==> src/rtl/dsp48e1_model_pkg.sv <==
// Shared encodings for the DSP48E1 behavioural slice:
// OPMODE mux selects, ALUMODE/CARRYINSEL codes and SIMD lane widths.
package dsp48e1_model_pkg;

    localparam logic [1:0] OPX_ZERO = 2'b00;
    localparam logic [1:0] OPX_M    = 2'b01;
    localparam logic [1:0] OPX_P    = 2'b10;
    localparam logic [1:0] OPX_AB   = 2'b11;

    localparam logic [1:0] OPY_ZERO = 2'b00;
    localparam logic [1:0] OPY_M    = 2'b01;
    localparam logic [1:0] OPY_ONES = 2'b10;
    localparam logic [1:0] OPY_C    = 2'b11;

    localparam logic [2:0] OPZ_ZERO  = 3'b000;
    localparam logic [2:0] OPZ_PCIN  = 3'b001;
    localparam logic [2:0] OPZ_P     = 3'b010;
    localparam logic [2:0] OPZ_C     = 3'b011;
    localparam logic [2:0] OPZ_P_ALT = 3'b100;
    localparam logic [2:0] OPZ_PC17  = 3'b101;
    localparam logic [2:0] OPZ_P17   = 3'b110;
    localparam logic [2:0] OPZ_PA17  = 3'b111;

    localparam logic [3:0] ALU_ADD    = 4'b0000;
    localparam logic [3:0] ALU_NZADD  = 4'b0001;
    localparam logic [3:0] ALU_NOTADD = 4'b0010;
    localparam logic [3:0] ALU_ZSUB   = 4'b0011;

    localparam logic [2:0] CISEL_CARRYIN = 3'b000;

    localparam int SIMD_W_ONE48  = 48;
    localparam int SIMD_W_TWO24  = 24;
    localparam int SIMD_W_FOUR12 = 12;
    localparam int P_W           = 48;
    localparam int CO_W          = 4;

endpackage

==> src/rtl/dsp48e1_model_alu.sv <==
// One SIMD lane of the post-adder: Z, X+Y+CIN combined according to
// ALUMODE, with a lane-local carry/borrow indication.
module dsp_lane_alu
    import dsp48e1_model_pkg::*;
#(
    parameter int W = 48
) (
    input  logic [W-1:0] i_x,
    input  logic [W-1:0] i_y,
    input  logic [W-1:0] i_z,
    input  logic         i_cin,
    input  logic [3:0]   i_alumode,
    output logic [W-1:0] o_res,
    output logic         o_cout
);

    logic [W+1:0] w_xyc;
    logic [W+1:0] w_zx;
    logic [W+1:0] w_sum;
    logic [W-1:0] w_diff;

    always_comb begin
        w_xyc  = {2'b00, i_x} + {2'b00, i_y} + {{(W + 1){1'b0}}, i_cin};
        w_zx   = {2'b00, i_z};
        w_sum  = w_zx + w_xyc;
        w_diff = i_z - w_xyc[W-1:0];
        o_res  = w_sum[W-1:0];
        o_cout = |w_sum[W+1:W];
        unique case (i_alumode)
            ALU_ZSUB: begin
                o_res  = w_diff;
                // Carry reads as "no borrow" for subtraction
                o_cout = (w_zx >= w_xyc);
            end
            ALU_NZADD: begin
                o_res  = ~i_z + w_xyc[W-1:0];
                o_cout = 1'b0;
            end
            ALU_NOTADD: begin
                o_res = ~w_sum[W-1:0];
            end
            default: begin
                o_res  = w_sum[W-1:0];
                o_cout = |w_sum[W+1:W];
            end
        endcase
    end

endmodule

==> config.mk <==
export PLATFORM = sky130hd
export DESIGN_NAME = dsp_lane_alu
export DESIGN_NICKNAME = d
export VERILOG_FILES = /design/src/rtl/dsp48e1_model_pkg.sv /design/src/rtl/dsp48e1_model_alu.sv
export SDC_FILE = /design/constraint.sdc
export NUM_CORES = 1
export LEC_CHECK = 0
export ABC_AREA = 0
export BUFFER_PORTS_ARGS = -buffer_cell sky130_fd_sc_hd__buf_2
export CAP_MARGIN = 20
export CORE_ASPECT_RATIO = 1.5
export CORE_MARGIN = 2
export CORE_UTILIZATION = 39
export DETAILED_ROUTE_END_ITERATION = 10
export MAX_ROUTING_LAYER = met4
export PLACE_DENSITY = 0.59
export SYNTH_ARGS = -nofsm -noshare
export SYNTH_HDL_FRONTEND = slang
export SYNTH_SLANG_ARGS = --single-unit
export TNS_END_PERCENT = 50
==> constraint.sdc <==
create_clock -name vclk -period 12.85
set_clock_uncertainty 0.15 [all_clocks]
set_input_delay 1.285 -clock vclk [all_inputs]
set_output_delay 1.285 -clock vclk [all_outputs]
set_load 0.005 [all_outputs]
==> metrics.md <==
| Metric | Value |
|---|---|
| Status | `completed` |
| Max Fanout on Critical Path | `15` |
| Initial core utilization | `around two fifths` |
| Vias in the first global route | `13538` |
| CP max stage delay | `roughly 0.57 ns` |
| Gr usage total | `between 30% and 40%` |
| Crit-path slowest cell | `o21ai_1` |
| Bufs and invs on worst path | `3` |
| Final Hold Slack | `around 2.9 ns` |
| Synthesis Warnings | `0` |
| Post-DRT Antenna Nets | `0` |
| Setup Total Neg Slack | `0 ns` |
| Flip-flop and latch count | `0` |
| CLK BUF | `0` |
| Cell row count | `77` |
| Cell Count Post-Placement | `between 2000 and 2500` |
| Initial antenna violation count | `0` |
| Leak | `~6 nW` |
| Period minus WS final | `roughly 9.4 ns` |
| Maximum clock rate | `around 0.11 GHz` |
| Type of the worst setup path | `input port to output pin` |
| Startpoint types | `input port` |
| Hold depth | `5` |
| WP depth | `27` |
| Core Area | `~29000 um2` |
| Fin cells | `~2300` |
| Post-CTS setup buffers | `0` |
| WL/cell | `22.1 um` |
| Synth Net Count | `2086` |
| Gpl congestion | `around 1.0` |
| Drt first-iter violations | `approximately 940` |
| Hpwl dp | `a little over 40 mm` |
| Critical path data required time | `between 10 and 15 ns` |
| Largest delay share family, worst path | `compound AO/OA/AOI/OAI gates` |
| Netlist cell types | `97` |
| Total Nets Final | `2217` |
| Max-cap violations | `0` |
| Overflow after GRT | `0` |
| Post-CTS sizing | `0` |
| Die Area | `roughly 31000 um2` |
| Largest net degree at the start of global routing | `60` |
| Arrival time worst endpoint | `between 7 and 8 ns` |
| Share of cells above drive strength 1 | `about 14%` |
| Worst-Margin Slew | `approximately 1.1 ns` |
| Hold_buf cts | `0` |
| Sequential fraction of the synthesis area | `0%` |
| Worst setup EP type | `output pin` |
| Final Max Tran Viols | `0` |
| Fill cell count | `approximately 3300` |
| Final critical-path setup slack | `approximately 3.5 ns` |
| Slew margin rel. | `a little over a quarter` |
| Hold Fails Final Rpt | `0` |
| Diode count | `0` |
| FF/Latch Area | `0 um2` |
| Die height | `215 um` |
| Peak supply drop | `around 0.00005 V` |
| Die Wd | `145 um` |
| PortBufs | `roughly 200` |
| Pre-Repair DR Iteration Count | `6` |
| Routed WL | `50.2 mm` |
| Unrepaired setup endpoints after global routing | `no` |
| Setup violations, final | `0` |
| Pwr per Cell Area | `between 100 and 150 nW/um2` |
| Vias/cell | `between 6 and 7` |
| Post-Synthesis Cells | `approximately 1700` |
| DRC violations left | `0` |
| I/O Pins | `approximately 200` |
| Hold crit path type | `input port to output pin` |
| Via count | `13924` |
| Syn_area_per_cell | `about 6.6 um2` |
| Synth-to-Final Area Change | `10.7%` |
| Syn Std Cell Area | `11600 um2` |
| Fin crit share | `between 70% and 80%` |
| Setup Slack @ Placement | `approximately 3.5 ns` |
| First-pass GRT wire length | `between 70 and 80 mm` |
==> layout make-up <==
cell class / instances / area, um2 / area share, %
Tap cell: 395 / 494 / 3.86
Multi-Input combinational cell: 1499 / 10600 / 82.9
Inverter: 165 / 619 / 4.84
Timing Repair Buffer: 209 / 1080 / 8.44
==> layout by cell type, fill, tap and decap left out, types with 8 or more instances in the layout <==
cell type and count:
mux2i_1 14, nor2b_1 26, and3_1 13, and2_1 9, ha_1 189, o221ai_1 8, nor2_1 153, a211oi_1 25
xor2_1 25, a21o_1 59, buf_2 198, nand3_1 33, nand4_1 29, inv_1 163, o21ai_1 10, a22oi_1 11
nand2_1 112, o21ai_0 109, nand2b_1 20, a21oi_1 227, buf_4 9, o22ai_1 16, nor4_1 18, o211ai_1 15
a221o_1 8, o21a_1 17, nor3_1 31, a211o_1 8, xnor2_1 85, o31ai_1 22, a31oi_1 13, o31a_1 8
o21bai_1 47
==> synthesized netlist by cell type, drive strengths merged, types with 11 or more instances <==
cell type	instances	share of area, %
buf	23	1.1
nand3	34	1.5
xor2	25	1.9
o21ai	121	5.3
xnor2	85	6.4
o22ai	16	0.87
a22oi	11	0.71
mux2i	14	1.2
inv	163	5.3
and3	15	0.90
nor3	33	1.6
ha	189	20
a31oi	15	0.92
o21a	17	1.1
nor4	18	0.97
o21bai	47	3.1
a21o	59	3.8
nand4	29	1.6
nor2b	26	1.4
nand2	113	3.7
clkbuf	57	1.9
a211oi	29	2.1
nand2b	20	1.1
o211ai	15	0.97
o31ai	26	1.9
a21oi	230	10
nor2	155	5.1
==> routing by layer <==
metal,global-route usage (%),vias up,part of all wire [%]
met5,-,-,0
met4,15.0,0,5.9
met3,1.49,164,4.4
met2,57.6,561,51
met1,34.7,6571,38
li1,-,6628,-
==> power by group <==
group	leakage, nW	internal, W	switching, W
clock network	0	0	0
registers	0	0	0
logic	5.96	0.000545	0.000966
total	5.96	0.000545	0.000966
==> path summary, 6_finish.rpt <==
kind	from	endpoint	slack, ns
setup / recovery	i_x[0]	o_res[43]	3.46
hold / removal	i_z[0]	o_res[0]	2.95
==> tightest hold or removal path, cell delays in order <==
cell    delay [ns]
buf_2         0.11
inv_1         0.05
ha_1          0.15
xor2_1        0.08
buf_2         0.13
==> stage by stage <==
stage               utilization [%]  area [um2]  power (W)
CTS                            43.7       12800    0.00149
finish                         43.7       12800    0.00151
global route                   43.7       12800    0.00163
floorplan                         -       11600    0.00100
global placement               43.6       12800    0.00148
detailed placement             43.7       12800    0.00148
==> logic make-up after synthesis <==
logic type	count (synthesis)	share of synthesized area [%]
buffers and inverters	245	8.29
AOI/OAI and AO/OA	699	40.5
xor gates and xnor gates	110	8.33
muxes	16	1.41
adders and majority gates	193	21.1
and+or+nand+nor	481	20.3
Power figures use the tool's default switching activity.
